--- config.mk ---
export PLATFORM = sky130hd
export DESIGN_NAME = nonce_report_tx
export DESIGN_NICKNAME = d
export VERILOG_FILES = /design/src/rtl/nonce_report_tx.sv
export SDC_FILE = /design/constraint.sdc
export NUM_CORES = 1
export LEC_CHECK = 0
export ABC_AREA = 1
export CAP_MARGIN = 15
export CORE_AREA = 2 2 160 162
export CTS_BUF_LIST = sky130_fd_sc_hd__clkbuf_16
export CTS_CLUSTER_DIAMETER = 150
export CTS_CLUSTER_SIZE = 40
export DETAILED_ROUTE_END_ITERATION = 7
export DIE_AREA = 0 0 162 164
export DONT_BUFFER_PORTS = 1
export GPL_TIMING_DRIVEN = 0
export SLEW_MARGIN = 20
export SYNTH_ARGS = -nofsm -noshare
export SYNTH_HDL_FRONTEND = slang
export SYNTH_SLANG_ARGS = --single-unit
export TNS_END_PERCENT = 1
--- constraint.sdc ---
create_clock -name clk -period 3.5 [get_ports clk]
set_input_delay 0.35 -clock clk [delete_from_list [all_inputs] [get_ports clk]]
set_output_delay 0.35 -clock clk [all_outputs]
set_load 0.05 [all_outputs]
--- src/rtl/nonce_report_tx.sv ---
// nonce_report_tx: arms on start, captures the first winning nonce or times out, then streams a 10-byte report.
module nonce_report_tx #(
  parameter int CNT_W          = 32,
  parameter int TIMEOUT_CYCLES = 1000000
) (
  input  logic        clk,
  input  logic        reset,
  input  logic        start,
  input  logic        finished_universal,
  input  logic [31:0] nonce_out_universal,
  output logic [7:0]  tx_data,
  output logic        tx_valid,
  input  logic        tx_ready,
  output logic        busy,
  output logic        done,
  output logic        found,
  output logic [31:0] nonce_latched
);
  typedef enum logic [2:0] {IDLE, ARMED, LOAD, SEND, DONE} state_t;
  state_t           state_q;
  logic [CNT_W-1:0] cnt_q;
  logic             fin_q;
  logic [31:0]      cyc_q;
  logic [71:0]      frame_q;
  logic [3:0]       idx_q;
  logic             find, tmo;
  assign find = finished_universal & ~fin_q;
  assign tmo  = cnt_q == CNT_W'(TIMEOUT_CYCLES - 1);
  // fin_q resets high so a flag already asserted out of reset is not an edge
  always_ff @(posedge clk) begin
    if (reset) begin
      state_q       <= IDLE;
      cnt_q         <= '0;
      fin_q         <= 1'b1;
      cyc_q         <= '0;
      frame_q       <= '0;
      idx_q         <= '0;
      tx_data       <= '0;
      tx_valid      <= 1'b0;
      busy          <= 1'b0;
      done          <= 1'b0;
      found         <= 1'b0;
      nonce_latched <= '0;
    end else begin
      fin_q <= finished_universal;
      case (state_q)
        IDLE, DONE: if (start) begin
          state_q <= ARMED;
          cnt_q   <= '0;
          busy    <= 1'b1;
          done    <= 1'b0;
          found   <= 1'b0;
        end
        ARMED: begin
          cnt_q <= cnt_q + CNT_W'(1);
          if (find || tmo) begin
            state_q       <= LOAD;
            found         <= find;
            nonce_latched <= find ? nonce_out_universal : '0;
            cyc_q         <= find ? 32'(cnt_q) : 32'(TIMEOUT_CYCLES);
          end
        end
        LOAD: begin
          frame_q  <= {found ? 8'h01 : 8'h02, nonce_latched, cyc_q};
          idx_q    <= '0;
          tx_data  <= 8'hA5;
          tx_valid <= 1'b1;
          state_q  <= SEND;
        end
        SEND: if (tx_ready) begin
          if (idx_q == 4'd9) begin
            tx_valid <= 1'b0;
            busy     <= 1'b0;
            done     <= 1'b1;
            state_q  <= DONE;
          end else begin
            tx_data <= frame_q[71:64];
            frame_q <= {frame_q[63:0], 8'h00};
            idx_q   <= idx_q + 4'd1;
          end
        end
        default: state_q <= IDLE;
      endcase
    end
  end
endmodule

# ---- Yosys cells after proc, flatten, opt, wreduce, memory -nomap -nowiden
# Cells that the tools add are included.
dict set report word_totals {
  wordCells 70
  inputBits 37
  reg_bits 188
  out_inout_bits 44
}
dict set report op_classes {
  reduce_logical 13
  n_eq_ne 11
  n_addsub 2
  n_mux 30
  bitwise_logic 2
}
# op n
set op_table {}
lappend op_table {{two-way mux 72 bit} 2}
lappend op_table {{case mux 72 bit (2 select lines)} 1}
lappend op_table {{two-way mux 32 bit} 3}
lappend op_table {{case mux 32 bit (2 select lines)} 1}
lappend op_table {{adder 32 x 1 -> 32 bit, second input constant} 1}
lappend op_table {{== test 32 x 20 -> 1 bit, second input constant} 1}
lappend op_table {{two-way mux 8 bit} 2}
lappend op_table {{case mux 8 bit (2 select lines)} 1}
lappend op_table {{two-way mux 3 bit} 4}
lappend op_table {{case mux 3 bit (4 select lines)} 1}
lappend op_table {{!= test 2 bit, second input constant} 5}
lappend op_table {{AND reduction 3 bit} 3}
lappend op_table {{two-way mux 4 bit} 2}
lappend op_table {{case mux 1 bit (2 select lines)} 4}
lappend op_table {{case mux 4 bit (2 select lines)} 1}
lappend op_table {{AND reduction 4 bit} 2}
lappend op_table {{two-way mux 1 bit} 7}
lappend op_table {{== test 3 x 2 -> 1 bit, second input constant} 2}
lappend op_table {{nonzero test 2 bit} 3}
lappend op_table {{adder 4 x 1 -> 4 bit, second input constant} 1}
lappend op_table {{== test 4 bit, second input constant} 1}
lappend op_table {{AND reduction 2 bit} 2}
lappend op_table {{== test 3 x 1 -> 1 bit, second input constant} 1}
lappend op_table {{== test 3 bit, second input constant} 1}
lappend op_table {{other kinds (6)} 6}

# ---- Logic depth before layout (Yosys ltp)
# Gate-level depths: netlist of the first run.
dict set report depth {
  ltp_word 5
  ltp_mapped 12
  mapped_depth_nobuf 11
}

# ---- Least setup slack after synthesis of the first run
# OpenSTA, ideal clock, no wires.
dict set report synth_timing {
  path_kind {register to register}
  startpoint {reg cnt_q[0]}
  endpoint {reg nonce_latched[2]}
  n_path_buf 1
  path_stages_with_launch 12
  synth_period_minus_slack_ns 1.615
  t_arrival_ns 1.482
  slack_ns 1.885
  required_time_ns 3.368
  setup_ns 0.132
  path_cell_list {dfxtp_1 > ha_1 > nand2_1 > nor2_1 > nand2_1 > nor2_1 > nand2_1 > nand2_1 > nand2_1 > buf_2 > nand2_1 > a21oi_1}
}
dict set report synth_via {
  elab_chain_len 3
}
# item line
set synth_lines {}
lappend synth_lines {{start, declared} 21} ;# logic [CNT_W-1:0] cnt_q;
lappend synth_lines {{start signal, assigned} 55} ;# cnt_q <= cnt_q + CNT_W'(1);
lappend synth_lines {{== test 32 x 20 -> 1 bit} 28} ;# assign tmo = cnt_q == CNT_W'(TIMEOUT_CYCLES - 1);
lappend synth_lines {{logical OR 1 bit} 56} ;# if (find || tmo) begin
lappend synth_lines {{AND reduction 2 bit (no source line)} --}
lappend synth_lines {{end signal, assigned} 59} ;# nonce_latched <= find ? nonce_out_universal : '0;
lappend synth_lines {{end, declared} 17} ;# output logic [31:0] nonce_latched
# Every way passes these cells.
# A chain may end at the register's enable or synchronous reset.

# ---- Worst setup path after layout of the first run
dict set report layout_timing {
  startpoint {reg cnt_q[0]}
  endpoint {reg nonce_latched[22]}
}
# Same word-level chain as after synthesis.

==> flow_summary_export.csv, run 1 <==
group,metric,value,unit
run_status,outcome,"complete, no violations",
grt,grt_pass1_vias,6782,
clocking,cts_tree,"built",
grt,gr-total-overflow,0,
clocking,path_clk_slew,0.07,ns
timing,period_needed,2.21,ns
route,wl_per_cell,15.4,microns
min_path,hold_path_class,"in -> reg",
clocking,cts_sinks,188,
finish,stdcell_count,1450,
setup_path,cp_data_arrival_time,2.52,ns
synthesis,yosysUniqueCellTypes,32,
clocking,cts-resized-gates,0,
grt,grt_start_max_net_pins,20,
synthesis,synth_most_common_cell,"nand2_1",
die,dieWidth,162,microns
setup_path,crit_required,3.81,ns
die,fp.dieH,164,microns
grt,grt_usage,17.3,%
route,first_pass_iters,5,
route,via_per_inst,4.94,
finish,drive_above_1_share,6.88,%
route,drc,0,
flow_run,maxCapViolCount,0,
setup_path,cp-endpoint,"nonce_latched[22]",
synthesis,synth.net_count,1128,
synthesis,synth-seq-cells,188,
setup_path,critical_path.slowest_cell,"dfxtp_1",
grt,grt_first_pass_wirelength,36300,microns
synthesis,syn_inst,1088,
finish,nets,1147,
synthesis,netlist_top_cells_count,"nand2_1 (348), dfxtp_1 (188), a21oi_1 (118)",
setup_path,path_cells,"ha_1 > nand2_1 > nor2_1 > nand2_1 > nor2_1 > nand2_1 > nand2_1 > nand2_1 > buf_2 > nand2_1 > a21oi_1",
setup_path,r2r_cells,11,
grt,antenna_found_initial,0,
setup_path,worst_path_most_repeated_cell,"nand2_1",
setup_path,path_buf_inv,1,
power,irDropWorstVdd,359,uV
timing,slew_headroom,43.6,%
synthesis,yosys_most_used_dff,"dfxtp_1",
die,start_util,31.6,%
timing,period_share,63.3,%
synthesis,synth_area_per_cell,7.22,sq um
power,leakage,3.00,nW
place,dp_hpwl,16800,microns
synthesis,ys_seq_area_share,47.9,%
power,power.density,585,nW/um^2
synthesis,synth_top_cell_by_area,"dfxtp_1",
timing,tns,0,ns
die,num_rows,58,
clocking,cts_root_buf,"clkbuf_16",
clocking,post_cts_buffers,0,
timing,worstMarginPinSlew,0.847,ns
route,wl,22400,microns
setup_path,crit_family,"simple AND/OR/NAND/NOR gates",
timing,finClkSkew,0.0106,ns
route,antenna_left,0,
place,gp_congestion,0.919,
synthesis,ys_top_cells_by_area,"dfxtp_1 (48%), nand2_1 (17%), a21oi_1 (7.5%)",
clocking,ctsHoldBuffers,0,
die,io_pins,81,
timing,drv_slew,0,
setup_path,ff2ff_setup_slack,1.29,ns
route,num_vias,7156,
clocking,clockBufferDepth,2,
die,die-area,26600,sq um
setup_path,critPathCaptureType,"register",
timing,setup_viol,0,
setup_path,r2r_start,"cnt_q[0]",
setup_path,setup.worst_path.class,"reg -> reg",
place,portBuffers,0,
setup_path,worst-path-stages,11,
die,core,24800,sq um
clocking,cts_made_buffers,17,
timing,hold_viol_final,0,
route,first_iter_violations,572,
synthesis,synth_top_area_share,47.9,%
clocking,htreeDepth,4,
timing,rsz0062_at_grt,"false",
setup_path,crit_path_start_kind,"register",
setup_path,r2r_end,"nonce_latched[22]",
synthesis,async_reset_ff_share,0,%
synthesis,synth_edf_count,0,
setup_path,cpPeakStageDelay,0.41,ns
timing,timing.fmax,0.452,GHz
synthesis,yosys_warnings,0,
setup_path,worstPathMaxFanout,10,
finish,insertedDiodeCount,0,
synthesis,syn-cell-area,7850,sq um
setup_path,startpoint,"cnt_q[0]",
finish,area_delta_synth_final,12.8,%
clocking,clk_latency,0.43,ns
place,place_inst,1418,
==> placed cells by master, fill, tap and decap left out, types with 2 or more instances in the layout <==
| master | Yosys | routed |
|---|---|---|
| nand4_1 | 10 | 10 |
| nand2_1 | 348 | 348 |
| buf_6 | 2 | 2 |
| nor2_1 | 49 | 49 |
| a31oi_1 | 57 | 57 |
| a211oi_1 | 3 | 3 |
| buf_4 | 8 | 8 |
| inv_2 | 6 | 6 |
| a21oi_1 | 118 | 118 |
| inv_6 | 0 | 2 |
| inv_1 | 65 | 65 |
| nor3_1 | 16 | 16 |
| o211a_1 | 2 | 2 |
| dfxtp_1 | 188 | 188 |
| clkbuf_1 | 35 | 35 |
| nor2_2 | 3 | 3 |
| clkinv_4 | 0 | 3 |
| a22oi_1 | 4 | 4 |
| and3_1 | 2 | 2 |
| o21ai_0 | 105 | 105 |
| buf_2 | 22 | 22 |
| nand3_1 | 31 | 31 |
| clkbuf_16 | 0 | 17 |
| inv_8 | 0 | 6 |
| ha_1 | 3 | 3 |
==> sequential cells by signal, indices dropped and copies added (netlist names), 3 cells and up <==
name,cells
nonce_latched,32
tx_data,8
idx_q,4
frame_q,72
cyc_q,32
state_q,3
cnt_q,32
==> worst register-to-register path, cell delays in order, from the launching register on <==
cell and delay (ns):
dfxtp_1 0.41, ha_1 0.21, nand2_1 0.07, nor2_1 0.21, nand2_1 0.11, nor2_1 0.11, nand2_1 0.07, nand2_1 0.06
nand2_1 0.31, buf_2 0.35, nand2_1 0.10, a21oi_1 0.07
==> layout make-up <==
cell class,instances,area [sq um]
Multi-Input combinational cell,761,3490
Buffer,68,329
Clock buffer,17,425
Tap cell,330,413
Sequential cell,188,3760
Inverter,71,267
Clock inverter,15,170
Fill cell,2684,16000
==> worst min-delay path by stage <==
stage / slack (ns) / cells past startpoint / from / endpoint
finish: 0.01 / 2 / finished_universal / fin_q
floorplan: 0.43 / 2 / cyc_q[14] / cyc_q[14]
global route: 0.03 / 2 / finished_universal / fin_q
global placement: 0.44 / 2 / cyc_q[14] / cyc_q[14]
detailed placement: 0.44 / 2 / cyc_q[18] / cyc_q[18]
CTS: 0.004 / 2 / finished_universal / fin_q
==> per-layer routing <==
| metal | global-route usage (%) | share of wire [%] | vias up |
|---|---|---|---|
| met5 | 0 | 0 | - |
| met4 | 5.11 | 1.6 | 0 |
| met3 | 3.16 | 5.3 | 25 |
| met2 | 28.9 | 46 | 189 |
| met1 | 22.8 | 47 | 3279 |
| li1 | - | - | 3663 |
==> cells by family after synthesis <==
group	count (synthesis)	share of synthesized area (%)
compound gates	294	20.2
flops	188	47.9
simple gates	464	23.8
buf+inv	139	7.59
fa+ha+maj	3	0.478
==> power by group <==
group / switching [mW] / leakage [nW] / internal [mW]
Clock: 0.932 / 0.292 / 1.02
Sequential: 0.235 / 1.53 / 2.34
Combinational: 0.448 / 1.18 / 0.208
==> stage by stage <==
stage | setup slack (ns) | total power [mW] | instance area, sq um | util, % | hold WS [ns]
finish | 1.29 | 5.18 | 8860 | 35.7 | 0.0134
global route | 0.929 | 5.42 | 8860 | 35.7 | 0.0279
CTS | 1.24 | 5.22 | 8860 | 35.7 | 0.00399
detailed placement | 1.25 | 3.27 | 8260 | 33.3 | 0.442
global placement | 1.25 | 3.26 | 8260 | 33.3 | 0.439
floorplan | 1.89 | 3.05 | 7850 | - | 0.428
Note: power is estimated with default switching activity, not from simulation.
==> run 2: changes to the inputs <==
- clock period: 3.5 -> 1.91 ns (I/O delays scaled with it)
==> flow_summary_export.csv, run 2 (synthesized netlist as in run 1, its figures left out) <==
group,metric,value,unit
flow_run,maxCapViolCount,0,
grt,grt_pass1_vias,6935,
die,fp.dieH,164,microns
timing,period_share,94.4,%
route,first_pass_iters,5,
setup_path,worstPathMaxFanout,10,
setup_path,ff2ff_setup_slack,0.11,ns
timing,timing.fmax,0.555,GHz
power,combPwrFrac,13.6,%
route,num_vias,7341,
power,power_switching,3.01,mW
finish,mostFrequentLayoutCell,"nand2_1",
route,via_per_inst,4.93,
die,dieWidth,162,microns
power,power.density,1030,nW/um^2
clocking,cts_root_buf,"clkbuf_16",
die,num_rows,58,
timing,drv_slew,0,
route,antenna_left,0,
setup_path,critPathCaptureType,"register",
die,die-area,26600,sq um
clocking,cts_made_buffers,17,
finish,area_delta_synth_final,19.1,%
setup_path,crit_required,2.23,ns
setup_path,cp_data_arrival_time,2.12,ns
route,wl,23100,microns
route,wl_per_cell,15.5,microns
clocking,cts_sinks,188,
timing,finClkSkew,0.0112,ns
place,dp_hpwl,16800,microns
power,internal_power,6.62,mW
grt,antenna_found_initial,0,
timing,slew_headroom,41.9,%
power,leakage,3.20,nW
route,drc,0,
setup_path,crit_path_start_kind,"register",
place,portBuffers,0,
timing,setup_viol,0,
timing,tns,0,ns
timing,period_needed,1.80,ns
die,io_pins,81,
finish,final_cell_mix,"nand2_1 (345), dfxtp_1 (180), a21oi_1 (117), o21ai_0 (105), inv_1 (65)",
power,seqPwrFrac,49.0,%
power,switching_share,31.2,%
clocking,clk_latency,0.44,ns
grt,gr-total-overflow,0,
finish,largest_register,"frame_q",
power,pwr-share-clk,37.3,%
finish,insertedDiodeCount,0,
power,finalPower,9.62,mW
finish,drive_above_1_share,8.89,%
route,first_iter_violations,603,
timing,hold_viol_final,0,
grt,grt_usage,17.5,%
clocking,htreeDepth,4,
place,gp_congestion,0.919,
finish,largest_reg_flops,72,
timing,rsz0062_at_grt,"true",
min_path,hold_path_class,"in -> reg",
clocking,path_clk_slew,0.07,ns
die,start_util,31.6,%
power,irDropWorstVdd,661,uV
die,core,24800,sq um
clocking,cts_tree,"built",
grt,grt_start_max_net_pins,20,
clocking,clockBufferDepth,2,
setup_path,setup.worst_path.class,"reg -> reg",
timing,worstMarginPinSlew,0.871,ns
grt,grt_first_pass_wirelength,36900,microns
finish,nets,1185,
run_status,outcome,"complete, no violations",
run 2: changes by cell type in the layout (fill, tap and decap cells not counted), moves of 3 or more:
cell,before,now
buf_2,22,13
buf_4,8,14
buf_6,2,5
clkbuf_4,0,3
dfxtp_1,188,180
dfxtp_2,0,6
dlygate4sd3_1,0,34
nand2_1,348,345
nand2_4,0,3
nor2_1,49,45
nor2_4,1,5
run 2: final cells by class:
cell class	instances	area, sq um
Clock inverter	15	170
Inverter	71	267
Buffer	68	365
Multi-Input combinational cell	762	3570
Sequential cell	188	3780
Clock buffer	17	425
Fill cell	2617	15500
Timing Repair Buffer	37	363
Tap cell	330	413
run 2: routing by layer:
| layer | global-route usage [%] | share of wire (%) | wire length, microns |
|---|---|---|---|
| met5 | 0 | 0 | 0 |
| met4 | 5.11 | 1.6 | 373 |
| met3 | 3.03 | 5.1 | 1170 |
| met2 | 29.5 | 47 | 10800 |
| met1 | 23.1 | 46 | 10700 |
run 2: what timing repair did:
item	4_1_cts	5_1_grt
cloned	0	1
setup buffers	1	2
hold endpoints to repair	34	0
pin swaps	1	2
gates resized for setup	12	35
hold buffers	34	0
setup endpoints to repair	88	156
run 2: per-stage QoR:
stage / area (sq um) / setup slack [ns] / utilization (%) / cells / hold WS, ns
6_report: 9350 / 0.107 / 37.7 / 1488 / 0.0513
5_1_grt: 9350 / -0.0169 / 37.7 / 1488 / 0.0750
4_1_cts: 9250 / 0.0101 / 37.3 / 1485 / 0.0470
3_5_place_dp: 8260 / -0.340 / 33.3 / 1418 / 0.299
3_3_place_gp: 8260 / -0.336 / 33.3 / 1418 / 0.296
2_1_floorplan: 7850 / 0.295 / - / 1088 / 0.287
run 2: final timing paths:
| kind | cells past startpoint | startpoint | endpoint |
|---|---|---|---|
| setup reg to reg | 8 | state_q[0] | cyc_q[9] |
| setup / recovery | 8 | state_q[0] | cyc_q[9] |
| hold reg to reg | 2 | cyc_q[18] | cyc_q[18] |
| hold / removal | 3 | start | cnt_q[0] |
run 2: power by group through the flow:
stage | Clock (mW) | Combinational (mW) | Sequential (mW)
2_1_floorplan | 0 | 0.884 | 4.71
3_3_place_gp | 0 | 1.18 | 4.80
3_5_place_dp | 0 | 1.20 | 4.80
4_1_cts | 3.65 | 1.28 | 4.71
5_1_grt | 3.83 | 1.48 | 4.75
6_report | 3.59 | 1.31 | 4.72
run 2: worst max-delay path: stages, from the launching register on:
cell	delay, ns
dfxtp_2	0.40
inv_2	0.08
nor3_4	0.23
inv_2	0.14
nor2_4	0.22
buf_6	0.21
inv_2	0.09
o21ai_0	0.25
a21oi_1	0.06
==> run 3: changes to the inputs <==
- CORE_AREA: 2 2 160 162 -> 2 2 191 137
- DIE_AREA: 0 0 162 164 -> 0 0 193 139
==> flow_summary_export.csv, run 3 (synthesized netlist as in run 1, its figures left out) <==
group,metric,value,unit
run_status,outcome,"complete, no violations",
timing,period_share,97.3,%
finish,regArea,3770,sq um
finish,design_area,9240,sq um
setup_path,critPathCaptureType,"register",
timing,setup_viol,0,
route,wl,24500,microns
timing,finClkSkew,0.00889,ns
route,num_vias,7720,
grt,grt_first_pass_wirelength,38800,microns
clocking,cts_made_buffers,17,
power,internal_power,6.40,mW
die,dieWidth,193,microns
finish,mostFrequentLayoutCell,"nand2_1",
timing,hold-worst-slack,0.0282,ns
grt,grt_usage,18.6,%
finish,largest_reg_flops,72,
setup_path,r2r_start,"cnt_q[0]",
power,power_switching,2.94,mW
clocking,htreeDepth,4,
power,seqPwrFrac,50.5,%
place,gp_congestion,0.904,
die,num_rows,49,
die,core,25100,sq um
finish,largest_register,"frame_q",
place,portBuffers,0,
grt,antenna_found_initial,0,
die,start_util,31.2,%
min_path,hold_path_class,"in -> reg",
setup_path,ff2ff_setup_slack,0.05,ns
setup_path,worstPathMaxFanout,10,
place,place_inst,1419,
finish,final_cell_mix,"nand2_1 (347), dfxtp_1 (183), a21oi_1 (118), o21ai_0 (103), inv_1 (67)",
power,combPwrFrac,14.4,%
timing,period_needed,1.86,ns
timing,rsz0062_at_grt,"true",
timing,worstMarginPinSlew,0.971,ns
setup_path,r2r_cells,11,
setup_path,setup.worst_path.class,"reg -> reg",
power,switching_share,31.5,%
min_path,hold_start,"start",
timing,drv_slew,0,
flow_run,maxCapViolCount,0,
setup_path,crit_path_start_kind,"register",
die,die-area,26800,sq um
route,drc,0,
route,first_iter_violations,754,
clocking,cts_root_buf,"clkbuf_16",
timing,hold_viol_final,0,
route,first_pass_iters,7,
finish,fillCellCount,2672,
finish,insertedDiodeCount,0,
clocking,cts_tree,"built",
finish,drive_above_1_share,8.04,%
timing,timing.fmax,0.538,GHz
setup_path,r2r_end,"nonce_latched[20]",
power,pwr-share-clk,35.1,%
place,dp_hpwl,18200,microns
route,via_per_inst,5.19,
clocking,clk_latency,0.44,ns
power,leakage,3.15,nW
timing,slew_headroom,35.2,%
die,fp.dieH,139,microns
clocking,clockBufferDepth,2,
timing,tns,0,ns
place,placed_cell_area,8260,sq um
route,wl_per_cell,16.5,microns
finish,multi_input_area,3550,sq um
min_path,holdPathEnd,"cnt_q[0]",
grt,grt_start_max_net_pins,17,
setup_path,cp_data_arrival_time,2.17,ns
min_path,min_path_cells,3,
power,irDropWorstVdd,713,uV
setup_path,crit_required,2.22,ns
clocking,path_clk_slew,0.07,ns
finish,area_delta_synth_final,17.8,%
finish,nets,1183,
power,finalPower,9.34,mW
clocking,cts_sinks,188,
die,io_pins,81,
grt,gr-total-overflow,0,
finish,stdcell_count,1487,
route,antenna_left,0,
grt,grt_pass1_vias,7004,
power,power.density,1010,nW/um^2
run 3: worst max-delay path by stage:
stage,from,cells past startpoint,endpoint
floorplan,cnt_q[0],11,nonce_latched[2]
global placement,cnt_q[0],11,nonce_latched[2]
detailed placement,cnt_q[0],11,nonce_latched[3]
CTS,cnt_q[1],8,cnt_q[24]
global route,state_q[2],7,frame_q[37]
finish,cnt_q[0],11,nonce_latched[20]
run 3: metrics by stage:
step / util [%] / worst slack (ns)
3_5_place_dp: 32.9 / -0.347
5_1_grt: 36.8 / -0.0694
2_1_floorplan: - / 0.295
6_report: 36.8 / 0.0522
3_3_place_gp: 32.9 / -0.334
4_1_cts: 36.5 / 0.00298
run 3: critical path, cell delays in order (launching register included):
cell and delay (ns):
dfxtp_2 0.38, ha_1 0.20, nand2_1 0.11, nor2_4 0.14, nand2_1 0.08, nor2_1 0.10, nand2_1 0.07, nand2_1 0.10
nand2_4 0.15, buf_2 0.23, nand2_1 0.08, a21oi_1 0.08
run 3: power by group through the flow:
| stage | combinational, mW | clock (mW) | sequential, mW |
|---|---|---|---|
| 6_report | 1.35 | 3.28 | 4.71 |
| 5_1_grt | 1.51 | 3.49 | 4.76 |
| 4_1_cts | 1.31 | 3.34 | 4.71 |
| 3_5_place_dp | 1.23 | 0 | 4.79 |
| 3_3_place_gp | 1.22 | 0 | 4.79 |
| 2_1_floorplan | 0.884 | 0 | 4.71 |
run 3: area by class of cell:
cell class / instances / share of cell area, %
well taps: 331 / 4.48
inverters: 71 / 2.88
multi-input cells: 761 / 38.4
flip-flops and latches: 188 / 40.8
repair buffers: 36 / 3.87
plain buffers: 68 / 3.91
clock inverters: 15 / 1.10
clock buffers: 17 / 4.60
run 3: layer usage:
metal,vias to the layer above,part of all wire [%],GRT usage [%]
li1,3737,-,-
met1,3717,51,29.0
met2,253,39,24.8
met3,13,8.8,5.41
met4,0,0.78,3.83
met5,-,0,0
run 3: timing repair:
item	CTS	global route
hold buffers	35	0
hold endpoints to repair	36	0
setup endpoints to repair	101	145
setup buffers	1	0
gates cloned	0	0
resized for setup	13	24
pin swaps	1	1
